--- config.mk ---
export PLATFORM = sky130hd
export DESIGN_NAME = gdu_vram_scheduler
export DESIGN_NICKNAME = d
export VERILOG_FILES = /design/src/rtl/gdu_vram_scheduler.sv
export SDC_FILE = /design/constraint.sdc
export NUM_CORES = 1
export LEC_CHECK = 0
export ABC_AREA = 1
export CAP_MARGIN = 20
export CELL_PAD_IN_SITES_DETAIL_PLACEMENT = 1
export CELL_PAD_IN_SITES_GLOBAL_PLACEMENT = 2
export CORE_AREA = 2 2 196 160
export DETAILED_ROUTE_END_ITERATION = 10
export DIE_AREA = 0 0 198 162
export PLACE_DENSITY_LB_ADDON = 0.1
export SYNTH_ARGS = -nofsm -noshare
export SYNTH_HDL_FRONTEND = slang
export SYNTH_SLANG_ARGS = --single-unit
--- constraint.sdc ---
create_clock -name i_clk -period 1.75 [get_ports i_clk]
set_input_delay 0.35 -clock i_clk [delete_from_list [all_inputs] [get_ports i_clk]]
set_output_delay 0.35 -clock i_clk [all_outputs]
set_load 0.05 [all_outputs]
--- src/rtl/gdu_vram_scheduler.sv ---
// ---------------------------------------------------------------------------
// gdu_vram_scheduler
//
// Purpose:
//   Sequences VRAM write port A of the graphics drawing unit and owns the
//   double-buffer selection. Port A is shared between an internal clear
//   engine (fills the back buffer with one 64-bit word) and one external draw
//   requester. Front/back swaps happen only at the start of vertical sync, so
//   the display always reads the front buffer while every write lands in the
//   back buffer (address bit 16 = ~frame).
//
// Optional feature (macro GDU_SCHED_AUTO_CLEAR_EN):
//   Defined   - every swap is followed directly by a refill of the new back
//               buffer with the last latched clear word (0 after reset).
//   Undefined - after a swap the block returns to idle; clears only happen on
//               i_cmd_clear.
//
// Parameters:
//   WORDS      64-bit words per frame; clear covers 0..WORDS-1 (<= 65536).
//   VS_ACTIVE  level of i_vs during the sync pulse; the swap point is the
//              transition into this level.
//
// Ports:
//   i_clk            system clock (i_vs is synchronous to it)
//   i_rst_n          asynchronous active-low reset
//   i_cmd_clear      pulse: fill back buffer with i_clear_data
//   i_clear_data     fill word, sampled in the i_cmd_clear cycle
//   i_cmd_swap       pulse: swap buffers at next vsync
//   i_draw_req       draw write request, held until granted
//   i_draw_addr      word address within the back buffer
//   i_draw_data      draw write data
//   i_draw_byte_en   draw byte enables
//   o_draw_gnt       combinational: draw write accepted this cycle
//   i_vs             vertical sync
//   o_frame          front-buffer index to the display
//   o_busy           clear or swap in progress or pending (registered)
//   o_swap_done      one-cycle pulse on the cycle o_frame toggles
//   o_vram_addr      port A address, bit 16 = ~frame
//   o_vram_wren      port A write enable
//   o_vram_w_data    port A write data
//   o_vram_byte_en   port A byte enables
// ---------------------------------------------------------------------------
module gdu_vram_scheduler #(
  parameter int WORDS     = 61440,
  parameter bit VS_ACTIVE = 1'b0
) (
  input  logic        i_clk,
  input  logic        i_rst_n,
  input  logic        i_cmd_clear,
  input  logic [63:0] i_clear_data,
  input  logic        i_cmd_swap,
  input  logic        i_draw_req,
  input  logic [15:0] i_draw_addr,
  input  logic [63:0] i_draw_data,
  input  logic [7:0]  i_draw_byte_en,
  output logic        o_draw_gnt,
  input  logic        i_vs,
  output logic        o_frame,
  output logic        o_busy,
  output logic        o_swap_done,
  output logic [16:0] o_vram_addr,
  output logic        o_vram_wren,
  output logic [63:0] o_vram_w_data,
  output logic [7:0]  o_vram_byte_en
);

  typedef enum logic [1:0] {
    ST_IDLE    = 2'd0,
    ST_CLEAR   = 2'd1,
    ST_WAIT_VS = 2'd2
  } state_t;

  localparam logic [15:0] LAST_WORD = 16'(WORDS - 1);

  state_t      r_state;
  logic [15:0] r_cnt;
  logic [63:0] r_fill;
  logic        r_swap_pend;
  logic        r_vs_q;
  logic        r_frame;
  logic        r_busy;
  logic        r_swap_done;
  logic [16:0] r_vram_addr;
  logic        r_vram_wren;
  logic [63:0] r_vram_w_data;
  logic [7:0]  r_vram_byte_en;

  state_t      w_state_next;
  logic [15:0] w_cnt_next;
  logic [63:0] w_fill_next;
  logic        w_pend_next;
  logic        w_frame_next;
  logic        w_swap_done_next;
  logic        w_busy_next;
  logic        w_gnt;
  logic        w_wr_en;
  logic [16:0] w_wr_addr;
  logic [63:0] w_wr_data;
  logic [7:0]  w_wr_be;
  logic        w_vs_start;

  // Swap point: first cycle vs is at the active level.
  assign w_vs_start = (i_vs == VS_ACTIVE) && (r_vs_q != VS_ACTIVE);

  always_comb begin
    w_state_next     = r_state;
    w_cnt_next       = r_cnt;
    w_fill_next      = r_fill;
    w_pend_next      = r_swap_pend;
    w_frame_next     = r_frame;
    w_swap_done_next = 1'b0;
    w_gnt            = 1'b0;
    w_wr_en          = 1'b0;
    w_wr_addr        = r_vram_addr;
    w_wr_data        = r_vram_w_data;
    w_wr_be          = r_vram_byte_en;

    case (r_state)
      ST_IDLE: begin
        // A clear command in the same cycle wins port A from the requester.
        w_gnt = i_draw_req && !i_cmd_clear && !r_swap_pend;
        if (w_gnt) begin
          w_wr_en   = 1'b1;
          w_wr_addr = {~r_frame, i_draw_addr};
          w_wr_data = i_draw_data;
          w_wr_be   = i_draw_byte_en;
        end
        if (i_cmd_clear) begin
          w_fill_next  = i_clear_data;
          w_cnt_next   = '0;
          w_state_next = ST_CLEAR;
          if (i_cmd_swap) begin
            w_pend_next = 1'b1;
          end
        end else if (i_cmd_swap) begin
          w_state_next = ST_WAIT_VS;
        end
      end

      ST_CLEAR: begin
        w_wr_en   = 1'b1;
        w_wr_addr = {~r_frame, r_cnt};
        w_wr_data = r_fill;
        w_wr_be   = 8'hFF;
        if (i_cmd_swap) begin
          w_pend_next = 1'b1;
        end
        if (r_cnt == LAST_WORD) begin
          // Counter is left at the last word; no wrap past WORDS-1.
          w_state_next = w_pend_next ? ST_WAIT_VS : ST_IDLE;
        end else begin
          w_cnt_next = r_cnt + 16'd1;
        end
      end

      ST_WAIT_VS: begin
        // Draw is held off so nothing tears into the buffer being promoted.
        if (w_vs_start) begin
          w_frame_next     = ~r_frame;
          w_swap_done_next = 1'b1;
          w_pend_next      = 1'b0;
`ifdef GDU_SCHED_AUTO_CLEAR_EN
          w_cnt_next   = '0;
          w_state_next = ST_CLEAR;
`else
          w_state_next = ST_IDLE;
`endif
        end
      end

      default: begin
        w_state_next = ST_IDLE;
      end
    endcase

    // Computed from the next state so busy rises the cycle after a command.
    w_busy_next = (w_state_next != ST_IDLE) || w_pend_next;
  end

  always_ff @(posedge i_clk or negedge i_rst_n) begin
    if (!i_rst_n) begin
      r_state        <= ST_IDLE;
      r_cnt          <= '0;
      r_fill         <= '0;
      r_swap_pend    <= 1'b0;
      r_vs_q         <= ~VS_ACTIVE;
      r_frame        <= 1'b0;
      r_busy         <= 1'b0;
      r_swap_done    <= 1'b0;
      r_vram_addr    <= '0;
      r_vram_wren    <= 1'b0;
      r_vram_w_data  <= '0;
      r_vram_byte_en <= '0;
    end else begin
      r_state        <= w_state_next;
      r_cnt          <= w_cnt_next;
      r_fill         <= w_fill_next;
      r_swap_pend    <= w_pend_next;
      r_vs_q         <= i_vs;
      r_frame        <= w_frame_next;
      r_busy         <= w_busy_next;
      r_swap_done    <= w_swap_done_next;
      r_vram_addr    <= w_wr_addr;
      r_vram_wren    <= w_wr_en;
      r_vram_w_data  <= w_wr_data;
      r_vram_byte_en <= w_wr_be;
    end
  end

  assign o_draw_gnt     = w_gnt;
  assign o_frame        = r_frame;
  assign o_busy         = r_busy;
  assign o_swap_done    = r_swap_done;
  assign o_vram_addr    = r_vram_addr;
  assign o_vram_wren    = r_vram_wren;
  assign o_vram_w_data  = r_vram_w_data;
  assign o_vram_byte_en = r_vram_byte_en;

endmodule
=== Yosys cells after proc, flatten, opt, wreduce, memory -nomap -nowiden ===
Index checks and enable logic that the tools add are counted.

* Bits in registers: 177
* Bits of input ports: 158
* Output and inout bits: 94
* Word-level logic and storage cells: 59

* $add $sub $neg: 1
* Equality and inequality tests: 6
* Muxes and demuxes: 25
* Bitwise logic cells: 2
* Reduce and logical (&&, ||, !) cells: 13

{| class="wikitable"
|+ Operators by type and width
! cell !! count
|-
| one-hot mux 64 bit (2 select lines) || 1
|-
| 2-to-1 mux 64 bit || 1
|-
| one-hot mux 17 bit (2 select lines) || 1
|-
| 2-to-1 mux 16 bit || 2
|-
| one-hot mux 16 bit (2 select lines) || 1
|-
| 2-to-1 mux 17 bit || 1
|-
| adder 16 x 1 -> 16 bit (second input constant) || 1
|-
| == test 16 bit (second input constant) || 1
|-
| one-hot mux 8 bit (2 select lines) || 1
|-
| 2-to-1 mux 2 bit || 5
|-
| 2-to-1 mux 1 bit || 8
|-
| 2-to-1 mux 8 bit || 1
|-
| != test 2 bit (second input constant) || 3
|-
| one-hot mux 2 bit (3 select lines) || 1
|-
| AND reduction 2 bit || 3
|-
| nonzero test 2 bit || 2
|-
| logical AND 1 bit || 3
|-
| one-hot mux 1 bit (3 select lines) || 1
|-
| AND reduction 3 bit || 1
|-
| == test 2 x 1 -> 1 bit (second input constant) || 1
|-
| == test 2 bit (second input constant) || 1
|-
| logical NOT 1 bit || 2
|-
| logical NOT 2 bit || 1
|-
| inverter 1 bit || 2
|-
| 2 further kinds || 2
|}

=== Logic depth before layout (Yosys ltp) ===
* Depth in word-level cells: 7
* Gate-level depth with buffers: 10
* Mapped depth without buffers: 9

=== Least setup slack after synthesis ===
OpenSTA, ideal clock, no wires.

* Kind: register -> output
* From: reg r_state[0]
* To: out o_draw_gnt
* Arrival: 1287 ps
* Setup slack: 113 ps
* Stages on the path, launching flop included: 5
* Path through: dfrtp_1 > nor2_2 > nand4_4 > buf_2 > inv_1

* Word-level cells in the longest chain between the ends: 2

{| class="wikitable"
|+ RTL lines
! element !! RTL line !! text
|-
| from (decl) || 75 || <nowiki>state_t r_state;</nowiki>
|-
| from (signal assigned) || 195 || <nowiki>r_state <= w_state_next;</nowiki>
|-
| logical NOT 2 bit || 118 || <nowiki>case (r_state)</nowiki>
|-
| 2-to-1 mux 1 bit || 118 ||
|-
| to (decl) || 56 || <nowiki>output logic o_draw_gnt,</nowiki>
|}

No other way between the ends.

=== Worst setup path after layout ===
Same ends and word-level chain as after synthesis.

==> results.json <==
{
  "grt_usage_pct": 18.2,
  "rr_startpoint": "r_state[1]",
  "grt_setup_unrepaired": "true",
  "insertion_delay_ps": 430,
  "place_ws_ps": -167,
  "final-hold-violation-count": 0,
  "layout_worst_path_cycle_share_pct": 95.8,
  "tightest_slew_ps": 427,
  "final_area_um2": 11600,
  "worstPathRequired_ps": 1400,
  "path_delay_family": "flip-flops",
  "io_buffers": 251,
  "end_kind": "output port",
  "routed_wl_um": 28500,
  "yosysWarnings": 0,
  "grt-ovfl-total": 0,
  "cpPeakStageDelay_ps": 410,
  "power_density_nw_per_um2": 772,
  "ys_seq_area_share_pct": 57.3,
  "syn_area_um2": 7730,
  "outcome": "complete, no violations",
  "drive_gt1_share_pct": 16.8,
  "clk_pin_slew_worst_paths_ps": 70,
  "die-area_um2": 32100,
  "worstPathArrival_ps": 1330,
  "fill_cells": 3520,
  "period_needed_ps": 1680,
  "drt_iter0_markers": 239,
  "coreArea_um2": 30000,
  "synthArstFlopShare_pct": 100,
  "fin_tns_setup_ps": 0,
  "nNetsFinal": 1373,
  "grt_max_degree": 49,
  "syn_nets": 1089,
  "synthesis.instances": 930,
  "routabilityCongestion": 0.739,
  "layout_common_cells": "nand2_1 (262), nor2_1 (182), dfrtp_1 (176)",
  "dp_hpwl_um": 20200,
  "crit_start": "r_state[0]",
  "ant_nets": 0,
  "hp-start": "i_vs",
  "clkPwrFrac_pct": 48.9,
  "relSlewSlack_pct": 71.5,
  "multiInputGateArea_um2": 2940,
  "ys_types": 29,
  "cp_max_fo": 2,
  "die_h_um": 162,
  "crit_slowest_cell": "dfrtp_1",
  "irDropWorstVdd_uv": 605,
  "ys_ff_latch": 177,
  "die_width_um": 198,
  "final_common_cell": "nand2_1",
  "hp-class": "in -> reg",
  "viasPerCell": 4.43,
  "grt_pass1_wl_um": 44700,
  "drtPass1Iterations": 4,
  "drc": 0,
  "internal_power_mw": 7.14,
  "critPathLaunchType": "flop",
  "cts.path.max_buffers": 2,
  "p_comb_share_pct": 5.5,
  "whs_ps": 367,
  "pin_count": 252,
  "cp_num_buf_inv": 2,
  "drv_slew": 0,
  "p_seq_share_pct": 45.5,
  "clock-skew-final_ps": 9.38,
  "wl_per_cell_um": 17.3,
  "swShare_pct": 20.5,
  "path_class": "reg -> out",
  "rows": 57,
  "finalPower_mw": 8.98,
  "placed_area_um2": 10900,
  "power_switching_mw": 1.84,
  "synth_edf_count": 0,
  "initial_core_util_pct": 25.7,
  "fmax_ghz": 0.596,
  "vias": 7266,
  "grt_pass1_vias": 7661,
  "cts_htree_levels": 4,
  "final_critical_path_setup_slack_ps": 73.5,
  "root_buffer": "clkbuf_16",
  "p_leak_nw": 5.67,
  "cts_buffers": 17,
  "syn_avg_cell_area_um2": 8.31,
  "cap_violations": 0,
  "cts_num_sinks": 177,
  "seqCellArea_um2": 4430,
  "cp_cell_sequence": "nor2_4 > nand4_4 > inv_2 > buf_12",
  "setup_violations": 0,
  "tritoncts": "built",
  "synthToLayoutAreaGrowth_pct": 50.6,
  "synth_flop_cell": "dfrtp_1",
  "antenna_found_initial": 1
}
-- cells in the mapped netlist (2+ instances only) --
cell	number	area, um2
nor2_4	4	45.0
o21ai_2	2	17.5
nor3_1	161	806
a21oi_1	3	15.0
nand3_1	25	125
xor2_1	2	17.5
buf_2	25	125
clkbuf_1	16	60.1
nor2_2	2	12.5
o21bai_1	2	15.0
o21ai_0	9	45.0
buf_6	5	56.3
nor2_1	182	683
dfrtp_1	176	4400
nand4_1	5	31.3
o21ai_1	2	10.0
nand2_1	263	987
nand2_2	4	25.0
buf_4	3	22.5
buf_1	4	15.0
inv_1	24	90.1
o22a_1	4	35.0
-- sequential cells by signal, indices dropped and copies added, names as in the netlist --
signal and count:
o_vram_w_data 64, r_fill 64, o_vram_addr 17, r_cnt 16, o_vram_byte_en 8, r_state 2
o_busy 1, o_frame 1, o_swap_done 1, o_vram_wren 1, r_swap_pend 1, r_vs_q 1
-- worst reg2reg max path, delay by kind of cell (launching register included) --
kind	cells	cell delay (ps)
buffers and inverters	4	600
DFF	1	410
and+or+nand+nor	4	400
AOI/OAI and AO/OA	1	70
-- per-stage QoR --
stage                     utilization [%]  std cells
after CTS                            38.7       1638
after global routing                 38.8       1639
after floorplan                         -        930
final                                38.8       1641
after global placement               36.4       1604
after detailed placement             36.4       1604
-- power groups by stage --
stage	clock, mW	combinational [mW]	sequential (mW)
after floorplan	0	0.00405	4.17
after global placement	0	0.513	4.17
after detailed placement	0	0.505	4.17
after CTS	4.54	0.510	4.09
after global routing	4.72	0.537	4.09
final	4.40	0.496	4.09
-- what timing repair did --
action,in CTS,in global routing
resized for setup,2,1
pin swaps,1,2
endpoints found under the setup margin,1,9
hold buffers,1,0
buffers inserted,2,1
hold endpoints to repair,33,0
-- final cells by class --
| cell class | count | area share, % |
|---|---|---|
| timing repair buffer | 318 | 25.7 |
| multi-input combinational | 675 | 25.3 |
| tap | 413 | 4.44 |
| clock inverter | 9 | 1.75 |
| clock buffer | 22 | 3.90 |
| antenna | 2 | 0.0430 |
| inverter | 25 | 0.817 |
| sequential | 177 | 38.1 |
-- worst paths after layout --
check                                 end  slack, ps  cells after the start
min in group asynchronous  o_vram_addr[7]        420                      2
min                                r_vs_q        370                      1
max in group asynchronous          r_vs_q        720                      3
max reg2reg                     r_cnt[15]        150                      9
min reg2reg                    r_fill[17]        480                      2
max                            o_draw_gnt         70                      4
-- metal layers --
| layer | global-route usage, % | wire [um] | up-vias |
|---|---|---|---|
| met5 | 0 | 0 | - |
| met4 | 4.14 | 238 | 0 |
| met3 | 4.90 | 1770 | 14 |
| met2 | 27.0 | 12300 | 168 |
| met1 | 26.3 | 14200 | 3534 |
| li1 | - | - | 3550 |
-- logic make-up after synthesis --
kind of cell	share of synthesized area [%]
AND/OR/NAND/NOR	35.5
adder cells (fa/ha/maj)	0.162
flip-flops	57.3
buffers and inverters	4.82
AO/OA/AOI/OAI	1.97
XOR/XNOR	0.227
(Power assumes the default switching activity.)
